`config.mk`:
```
export PLATFORM = sky130hd
export DESIGN_NAME = csa_select_serial
export DESIGN_NICKNAME = d
export VERILOG_FILES = /design/src/rtl/csa_select_serial.sv
export SDC_FILE = /design/constraint.sdc
export NUM_CORES = 1
export LEC_CHECK = 0
export ABC_CLOCK_PERIOD_IN_PS = 3300
export CORE_UTILIZATION = 33
export CTS_CLUSTER_DIAMETER = 50
export DETAILED_ROUTE_END_ITERATION = 8
export PLACE_DENSITY = 0.64
export SLEW_MARGIN = 20
export SYNTH_ARGS = -nofsm -noshare
export SYNTH_HDL_FRONTEND = slang
export SYNTH_SLANG_ARGS = --single-unit
export TNS_END_PERCENT = 30
```
`constraint.sdc`:
```
create_clock -name clk -period 3.3 [get_ports clk]
set_input_delay 0.825 -clock clk [delete_from_list [all_inputs] [get_ports clk]]
set_output_delay 0.825 -clock clk [all_outputs]
set_load 0.01 [all_outputs]
```
`src/rtl/csa_select_serial.sv`:
```
// Block-serial carry-select adder.
// Operands are captured on an input handshake. Each RUN cycle resolves one
// BLOCK-bit slice. For that slice both candidate sums (carry-in 0 and
// carry-in 1) are formed, and the running carry from the previous slice
// selects one of them. The finished result is held in DONE until the
// consumer takes it.
module csa_select_serial #(
  parameter int WIDTH = 32,
  parameter int BLOCK = 8
) (
  input  logic             clk,
  input  logic             rst_n,
  input  logic             in_valid,
  output logic             in_ready,
  input  logic [WIDTH-1:0] a,
  input  logic [WIDTH-1:0] b,
  input  logic             c_in,
  output logic             out_valid,
  input  logic             out_ready,
  output logic [WIDTH-1:0] sum,
  output logic             c_out,
  output logic             busy
);

  localparam int NBLK = WIDTH / BLOCK;
  localparam int IW   = (NBLK > 1) ? $clog2(NBLK) : 1;

  localparam logic [1:0] ST_IDLE = 2'd0;
  localparam logic [1:0] ST_RUN  = 2'd1;
  localparam logic [1:0] ST_DONE = 2'd2;

  // A slice width that does not tile the operand is a configuration error.
  if ((WIDTH % BLOCK) != 0) begin : g_bad_block
    $error("csa_select_serial: BLOCK must divide WIDTH exactly");
  end

  logic [1:0]       state_q, state_d;
  logic [WIDTH-1:0] a_q, a_d;
  logic [WIDTH-1:0] b_q, b_d;
  logic             carry_q, carry_d;
  logic [IW-1:0]    idx_q, idx_d;
  logic [WIDTH-1:0] sum_q, sum_d;
  logic             c_out_q, c_out_d;
  logic             out_valid_q, out_valid_d;
  logic             in_ready_q, in_ready_d;
  logic             busy_q, busy_d;

  logic [BLOCK-1:0] a_slc_s, b_slc_s;
  logic [BLOCK:0]   s0_s, s1_s, sel_s;

  // Candidate sums for the current slice and carry-based selection.
  always_comb begin
    a_slc_s = a_q[idx_q*BLOCK +: BLOCK];
    b_slc_s = b_q[idx_q*BLOCK +: BLOCK];
    s0_s    = {1'b0, a_slc_s} + {1'b0, b_slc_s};
    s1_s    = {1'b0, a_slc_s} + {1'b0, b_slc_s} + {{BLOCK{1'b0}}, 1'b1};
    if (carry_q) begin
      sel_s = s1_s;
    end else begin
      sel_s = s0_s;
    end
  end

  // Next-state logic for the IDLE/RUN/DONE controller and its datapath.
  always_comb begin
    state_d     = state_q;
    a_d         = a_q;
    b_d         = b_q;
    carry_d     = carry_q;
    idx_d       = idx_q;
    sum_d       = sum_q;
    c_out_d     = c_out_q;
    out_valid_d = out_valid_q;
    in_ready_d  = in_ready_q;
    busy_d      = busy_q;
    case (state_q)
      ST_IDLE: begin
        if (in_valid) begin
          a_d        = a;
          b_d        = b;
          carry_d    = c_in;
          idx_d      = {IW{1'b0}};
          state_d    = ST_RUN;
          in_ready_d = 1'b0;
          busy_d     = 1'b1;
        end else begin
          state_d    = ST_IDLE;
        end
      end
      ST_RUN: begin
        sum_d[idx_q*BLOCK +: BLOCK] = sel_s[BLOCK-1:0];
        carry_d                     = sel_s[BLOCK];
        if (idx_q == IW'(NBLK - 1)) begin
          c_out_d     = sel_s[BLOCK];
          out_valid_d = 1'b1;
          state_d     = ST_DONE;
        end else begin
          idx_d       = idx_q + IW'(1);
        end
      end
      ST_DONE: begin
        // The output handshake alone; a new operand waits for IDLE.
        if (out_ready) begin
          out_valid_d = 1'b0;
          state_d     = ST_IDLE;
          in_ready_d  = 1'b1;
          busy_d      = 1'b0;
        end else begin
          state_d     = ST_DONE;
        end
      end
      default: begin
        state_d     = ST_IDLE;
        out_valid_d = 1'b0;
        in_ready_d  = 1'b1;
        busy_d      = 1'b0;
      end
    endcase
  end

  // State and datapath registers; reset clears everything and opens the input.
  always_ff @(posedge clk or negedge rst_n) begin
    if (!rst_n) begin
      state_q     <= ST_IDLE;
      a_q         <= {WIDTH{1'b0}};
      b_q         <= {WIDTH{1'b0}};
      carry_q     <= 1'b0;
      idx_q       <= {IW{1'b0}};
      sum_q       <= {WIDTH{1'b0}};
      c_out_q     <= 1'b0;
      out_valid_q <= 1'b0;
      in_ready_q  <= 1'b1;
      busy_q      <= 1'b0;
    end else begin
      state_q     <= state_d;
      a_q         <= a_d;
      b_q         <= b_d;
      carry_q     <= carry_d;
      idx_q       <= idx_d;
      sum_q       <= sum_d;
      c_out_q     <= c_out_d;
      out_valid_q <= out_valid_d;
      in_ready_q  <= in_ready_d;
      busy_q      <= busy_d;
    end
  end

  assign in_ready  = in_ready_q;
  assign out_valid = out_valid_q;
  assign sum       = sum_q;
  assign c_out     = c_out_q;
  assign busy      = busy_q;

endmodule

```
Yosys cells after proc, flatten, opt, wreduce, memory -nomap -nowiden
Cells that the tools add are included.

word-level totals
  register bits = 105
  latch bits = 0
  memory bits (writable) = 0
  bits in read-only memories = 0
  input bits = 69
  word-level logic and storage cells = 54
  memories = 0

cells by class
  add/sub/neg operators = 4
  multipliers = 0
  divide/modulo/power cells = 0
  order comparisons = 0
  equality and inequality tests = 7
  shift-type cells = 4
  mux-type cells = 19
  bitwise logic cells = 2
  reductions and logical operators = 8

operator list
  cell                                                   number
  indexed part select 32 x 6 -> 8 bit                    2
  negator 5 -> 34 bit                                    1
  variable shift 8 x 34 -> 32 bit, first input constant  1
  indexed part select 8 x 34 -> 32 bit                   1
  bitwise mux 32 bit                                     1
  adder 8 x 8 -> 9 bit                                   1
  adder 9 x 1 -> 9 bit, second input constant            1
  two-way mux 9 bit                                      1
  case mux 1 bit (3 select lines)                        3
  AND reduction 3 bit                                    3
  two-way mux 2 bit                                      4
  != test 2 bit, second input constant                   4
  two-way mux 1 bit                                      7
  case mux 2 bit (3 select lines)                        1
  AND reduction 2 bit                                    3
  == test 2 bit, second input constant                   2
  case mux 2 bit (2 select lines)                        1
  adder 2 x 1 -> 2 bit, second input constant            1
  == test 2 x 1 -> 1 bit, second input constant          1
  zero test 2 bit                                        1
  NOT 1 bit                                              2
  case mux 1 bit (2 select lines)                        1
  nonzero test 2 bit                                     1

Longest topological paths before layout
Gate-level depths: netlist (run 1).

  word-level depth = 6
  depth in mapped cells = 13
  depth with buffers taken out = 11

Least setup slack after synthesis (run 1)
Ideal clock, no wire load.

  path kind = register -> register
  from = register idx_q[0]
  to = register c_out_q, in the netlist c_out
  setup time = 0.095 ns
  arrival time = 3.154 ns
  required time = 3.205 ns
  path slack = 0.051 ns
  stages on the path, launching flop included = 14
  path buffers = 2
  clock period less this slack = 3.249 ns
  cell sequence = dfrtp_1 buf_4 buf_2 mux4_2 ha_1 inv_1 fa_1 inv_1 ha_1 nand2_1 nor2_1 nand4_2 o31a_1 o31ai_1

on the way
  word-level cells in the longest chain between the ends = 4

ends and longest elaborated chain
  element                                                 RTL line  source
  from (decl)                                             41        logic [IW-1:0] idx_q, idx_d;
  from (signal assigned)                                  128       idx_q <= {IW{1'b0}};
  from (signal assigned)                                  139       idx_q <= idx_d;
  indexed part select 32 x 6 -> 8 bit (on tied branches)  53, 54
  adder 8 x 8 -> 9 bit                                    55, 56
  adder 9 x 1 -> 9 bit                                    56        s1_s = {1'b0, a_slc_s} + {1'b0, b_slc_s} + {{BLOCK{1'b0}}, 1'b1};
  two-way mux 9 bit                                       57        if (carry_q) begin
  to (signal assigned)                                    141       c_out_q <= c_out_d;
  to (decl)                                               43        logic c_out_q, c_out_d;

Parallel ways exist; a longest one is shown, timed or not.
A chain may end at the register's enable or synchronous reset.

Worst setup path after layout (run 1)
Ends and elaborated chain as after synthesis.

==> results of run 1 <==
## per-layer routing
metal,vias to the layer above,track usage (%)
met5,-,0
met4,0,4.54
met3,14,4.30
met2,89,26.3
met1,1626,18.9
li1,1575,-
## power by group
| part | internal [W] | switching [W] |
|---|---|---|
| sequential | 0.00186 | 0.000327 |
| combinational | 0.00209 | 0.00244 |
| clock | 0.000603 | 0.000496 |
## synthesized netlist by cell type, drive strengths merged
master / count / share of area, %
ha: 15 / 3.8
nor4b: 1 / 0.18
xnor2: 8 / 1.4
nor2: 7 / 0.54
o41ai: 1 / 0.33
and3: 1 / 0.23
o31a: 1 / 0.18
mux2i: 2 / 0.41
nand3: 3 / 0.31
nand4b: 1 / 0.31
mux2: 65 / 15
and4: 1 / 0.20
o22ai: 2 / 0.25
o21ai: 33 / 3.4
nand2b: 2 / 0.25
clkbuf: 7 / 0.56
o21a: 2 / 0.31
a21o: 2 / 0.31
nor4: 1 / 0.13
nand4: 2 / 0.38
or3b: 1 / 0.18
or4: 3 / 0.46
o2111ai: 1 / 0.18
a21oi: 10 / 1.1
nand2: 48 / 4.0
dfrtp: 104 / 53
inv: 10 / 0.76
mux4: 16 / 7.3
or2: 1 / 0.13
nor3: 2 / 0.20
o31ai: 6 / 0.92
buf: 9 / 0.99
o211ai: 1 / 0.15
dfstp: 1 / 0.54
and2b: 1 / 0.15
xor2: 5 / 0.89
nor2b: 1 / 0.13
fa: 1 / 0.41
## registers in the layout (all words and copies together), names as in the netlist
register   cells
out_valid      1
c_out          1
in_ready       1
idx_q          2
b_q           32
sum           32
busy           1
state_q        2
carry_q        1
a_q           32
## repair_timing
action | 4_1_cts | 5_1_grt
endpoints found under the setup margin | 0 | 9
hold buffers | 0 | 0
gates resized for setup | 0 | 4
## worst paths after layout
path,to,slack [ns],depth (start not counted)
max reg2reg,c_out,0.25,10
max,c_out,0.25,10
min reg2reg,sum[10],0.48,2
max in group asynchronous,sum[30],1.92,2
min in group asynchronous,state_q[0],0.56,1
min,sum[10],0.48,2
## area by class of cell
cell class,count,area [um^2]
fill,1363,8020
sequential,105,2630
multi-input combinational,247,2190
timing repair buffer,111,1120
tap,184,230
clock buffer,9,225
clock inverter,7,85.1
inverter,10,37.5
## per-stage QoR
step	cell area [um^2]	total power [W]
6_report	6510	0.00782
5_1_grt	6510	0.00849
4_1_cts	6490	0.00781
3_5_place_dp	6180	0.00667
3_3_place_gp	6180	0.00655
2_1_floorplan	4910	0.00537
## logic make-up after synthesis
logic type,Yosys count
flops,105
mux,83
simple gates,76
compound gates,59
buf+inv,26
fa+ha+maj,16
xor+xnor,13
## worst max-delay path, stage by stage, from the launching register on
cell,delay (ns)
dfrtp_2,0.46
buf_4,0.21
mux4_2,0.37
inv_1,0.06
fa_1,0.44
and2b_1,0.23
o22ai_1,0.09
xnor2_1,0.35
nand4_2,0.22
o31a_1,0.32
o31ai_1,0.22
==> out/metrics.yaml, run 1 <==
status: "complete, no violations"
required_ns: 3.56
synth_compound_area_share_pct: 7.09
dieWidth_um: 124
fmax_mhz: 327
synth_top_family_by_area: "multiplexers"
io_buffers: 104
final_nets: 569
maxSlewViolCount: 0
finalNonFillerCells: 673
cts_tree: "built"
syn_avg_cell_area_um2: 13.0
tightest_slew_ns: 0.852
cts_sinks: 105
post_cts_buffers: 0
clk_pin_slew_ns: 0.07
dieArea_um2: 15400
wl_met1_um: 4720
die_y_um: 124
synth-xor-area-share_pct: 2.32
yosysUniqueCellTypes: 46
vias: 3304
dpl.hpwl_um: 8230
grt_max_degree: 68
diodes: 0
routedWlPerCell_um: 16.1
crit_type: "flip-flop to flip-flop"
timing.rr.start: "idx_q[0]"
fin_crit_ns: 3.05
ant_nets: 0
fp-row-count: 44
antenna_found_initial: 0
hp-class: "flip-flop to flip-flop"
wl_um: 10900
ys_warn_count: 0
worstSetupEndpointType: "flip-flop"
cp.arrival_ns: 3.31
grt.total_usage_pct: 15.4
initial_core_util_pct: 33.8
core-area_um2: 14500
area_delta_synth_final_pct: 32.7
p_per_area_nw_per_um2: 1200
place_inst: 657
grt_pass1_wl_um: 17400
final_layout_size_suffix_gt1_share_pct: 24.5
topRoutingLayerUsed: "met4"
htree_levels: 3
route.detailed.drc: 0
cap_violations: 0
synthSimpleGateAreaFrac_pct: 7.80
synth_mux_area_share_pct: 22.7
hold_ws_ns: 0.480
synthAdderAreaFrac_pct: 4.23
routed-wl-met2_um: 5460
syn-num-nets: 463
relSlewSlack_pct: 43.2
start_kind: "flip-flop"
vdd_drop_max_mv: 0.634
netlist_area_um2: 4910
grt_pass1_vias: 3345
p_leak_nw: 2.68
crit_fanout: 11
fin_setup_tns_ns: 0
ys_seq_elements: 105
clk_path_buf_depth: 2
dr_wl_met3_um: 494
clk_latency_ns: 0.35
grt_overflow_total: 0
first_pass_iters: 4
first_iter_violations: 132
via_per_inst: 4.91
pre_cts_ws_ns: 0.174
setup_ws_ns: 0.246
synthCells: 378
utilization_pct: 44.8
final_cell_mix: "dfrtp_1, clkdlybuf4s50_1, mux2_2"
setup_viol: 0
root_buffer: "clkbuf_16"
grt_setup_unrepaired: "false"
cts-buffers-inserted: 9
crit_path_start: "idx_q[0]"
hp-start: "sum[10]"
clock_skew_ns: 0.00918
period_share_pct: 92.5
synth_seq_area_share_pct: 53.6
hold_violations: 0
floorplan.io_pins: 105
place_congestion: 0.777
No activity file was read; power rests on OpenSTA's default activity.
==> run 2: changes to the inputs <==
--- a/config.mk
+++ b/config.mk
@@ -6,10 +6,11 @@
 export NUM_CORES = 1
 export LEC_CHECK = 0
 export ABC_CLOCK_PERIOD_IN_PS = 3300
-export CORE_UTILIZATION = 33
+export CORE_UTILIZATION = 35
 export CTS_CLUSTER_DIAMETER = 50
 export DETAILED_ROUTE_END_ITERATION = 8
-export PLACE_DENSITY = 0.64
+export GPL_TIMING_DRIVEN = 0
+export PLACE_DENSITY = 0.67
 export SLEW_MARGIN = 20
 export SYNTH_ARGS = -nofsm -noshare
 export SYNTH_HDL_FRONTEND = slang
==> run 2 against run 1 <==
  * Via count grew 3.9%
  * Clock skew grew 0.0014 ns
  * Non-clock buffer count grew 21
  * Highest routed layer unchanged
  * Critical endpoint is now carry_q
  * Register-to-register slack lost 0.15 ns
==> out/metrics.yaml, run 2 (same netlist as run 1, synthesis figures left out) <==
vias: 3433
fp-row-count: 42
start_kind: "flip-flop"
critPathSlowestCell: "mux4_2"
tightest_slew_ns: 0.733
cts_tree: "built"
diodes: 0
pre_cts_ws_ns: -0.803
cp_slowest_stage_delay_ns: 0.56
hp-class: "primary input to async pin"
fin_crit_ns: 3.21
multi_input_area_um2: 2270
hold_ws_ns: 0.383
final_nets: 590
p_leak_nw: 2.79
dpl.hpwl_um: 8530
place_inst: 659
worstSetupEndpointType: "flip-flop"
root_buffer: "clkbuf_16"
dieWidth_um: 120
cp.arrival_ns: 3.47
clk_latency_ns: 0.35
finalNonFillerCells: 686
final_layout_size_suffix_gt1_share_pct: 28.8
dieArea_um2: 14500
path_cells: "buf_12, buf_12, mux4_2, ha_4, inv_1, fa_2, inv_2, ha_1, nand2_2, nor2_4, nand4_4, o31a_1, o31ai_1"
routedWlPerCell_um: 16.6
period_share_pct: 97.2
place_congestion: 0.808
die_y_um: 120
maxSlewViolCount: 0
ant_nets: 0
crit_fanout: 10
initial_core_util_pct: 36.5
cts_sinks: 105
area_delta_synth_final_pct: 37.6
route.detailed.drc: 0
vdd_drop_max_mv: 0.696
htree_levels: 3
via_per_inst: 5.00
fmax_mhz: 312
wl_um: 11400
clock_skew_ns: 0.0106
status: "complete, no violations"
fill_cells: 1237
grt_pass1_vias: 3556
setup_viol: 0
critical_path_buf_inv_count: 4
crit_top_cell: "buf_12"
grt_pass1_wl_um: 18200
crit_type: "flip-flop to flip-flop"
clk_pin_slew_ns: 0.07
core-area_um2: 13500
grt_overflow_total: 0
cap_violations: 0
cts-buffers-inserted: 9
grt.total_usage_pct: 16.7
cpLargestDelayFamily: "adder cells"
seq_area_um2: 2630
relSlewSlack_pct: 51.1
antenna_found_initial: 0
io_buffers: 104
setup_ws_ns: 0.0920
required_ns: 3.56
clk_path_buf_depth: 2
first_pass_iters: 4
holdBufCountCts: 0
p_per_area_nw_per_um2: 1260
first_iter_violations: 131
grt_max_degree: 66
floorplan.io_pins: 105
hold_violations: 0
final_cell_mix: "dfrtp_1, clkdlybuf4s50_1, mux2_2"
[run 2: cell types whose count changed in the layout (fill, tap and decap cells not counted), moves of 2 or more]
| cell | change |
|---|---|
| buf_6 | +4 |
| buf_2 | +5 |
| xnor2_2 | +2 |
| clkbuf_8 | +2 |
| xnor2_1 | -2 |
| clkinvlp_4 | -2 |
| inv_1 | -3 |
| ha_4 | +2 |
| clkbuf_1 | +5 |
| ha_1 | -3 |
| inv_8 | -2 |
| buf_4 | +4 |
| inv_2 | +3 |
[run 2: stage by stage]
step | power [W] | cell area (um^2) | TNS, ns | util, %
after floorplan | 0.00537 | 4910 | 0 | -
final | 0.00852 | 6750 | 0 | 50.2
after CTS | 0.00805 | 6620 | 0 | 49.2
after global placement | 0.00652 | 6170 | -268.26 | 45.9
after detailed placement | 0.00669 | 6200 | -16.16 | 46.1
after global routing | 0.00916 | 6750 | -0.0294 | 50.2
[run 2: worst reg2reg max path, delay by kind of cell (launching register included)]
kind | cells | cell delay (ns)
AO/OA/AOI/OAI | 2 | 0.57
multiplexers | 1 | 0.56
AND/OR/NAND/NOR | 3 | 0.40
flip-flops | 1 | 0.40
adder cells (fa/ha/maj) | 3 | 0.80
buffers and inverters | 4 | 0.39
[run 2: routing by layer]
| metal | wire length (um) | track usage, % | part of all wire, % |
|---|---|---|---|
| met2 | 5450 | 27.3 | 48 |
| met3 | 741 | 5.42 | 6.5 |
| met4 | 251 | 5.17 | 2.2 |
| met1 | 4950 | 21.0 | 43 |
| met5 | 0 | 0 | 0 |
[run 2: repair_timing]
| item | in CTS | in global routing |
|---|---|---|
| endpoints found under the hold margin | 0 | 0 |
| setup buffers | 5 | 6 |
| setup endpoints to repair | 30 | 9 |
| gates resized for setup | 17 | 19 |
| pin swaps | 1 | 9 |
[run 2: power by group]
part | internal, W | leakage (nW) | switching (W) | total, W
sequential | 0.00186 | 1.29 | 0.000316 | 0.00218
clock | 0.000619 | 0.156 | 0.000486 | 0.00110
combinational | 0.00246 | 1.34 | 0.00278 | 0.00524
total | 0.00494 | 2.79 | 0.00358 | 0.00852
[run 2: path summary, 6_finish.rpt]
kind	startpoint	end	slack, ns	depth (start not counted)
worst max-delay path	idx_q[0]	carry_q	0.09	13
worst min-delay path	rst_n	sum[16]	0.38	1
worst max register to register	idx_q[0]	carry_q	0.09	13
worst min register to register	sum[9]	sum[9]	0.48	2
max in group asynchronous	rst_n	in_ready	2.28	2
min in group clk	sum[9]	sum[9]	0.48	2
[run 2: area by class of cell]
cell class / instances / share of cell area [%]
Sequential cell: 105 / 38.9
Inverter: 10 / 0.556
Buffer: 16 / 1.80
Clock inverter: 6 / 1.15
Tap cell: 176 / 3.26
Timing Repair Buffer: 116 / 17.2
Clock buffer: 10 / 3.54
Multi-Input combinational cell: 247 / 33.6
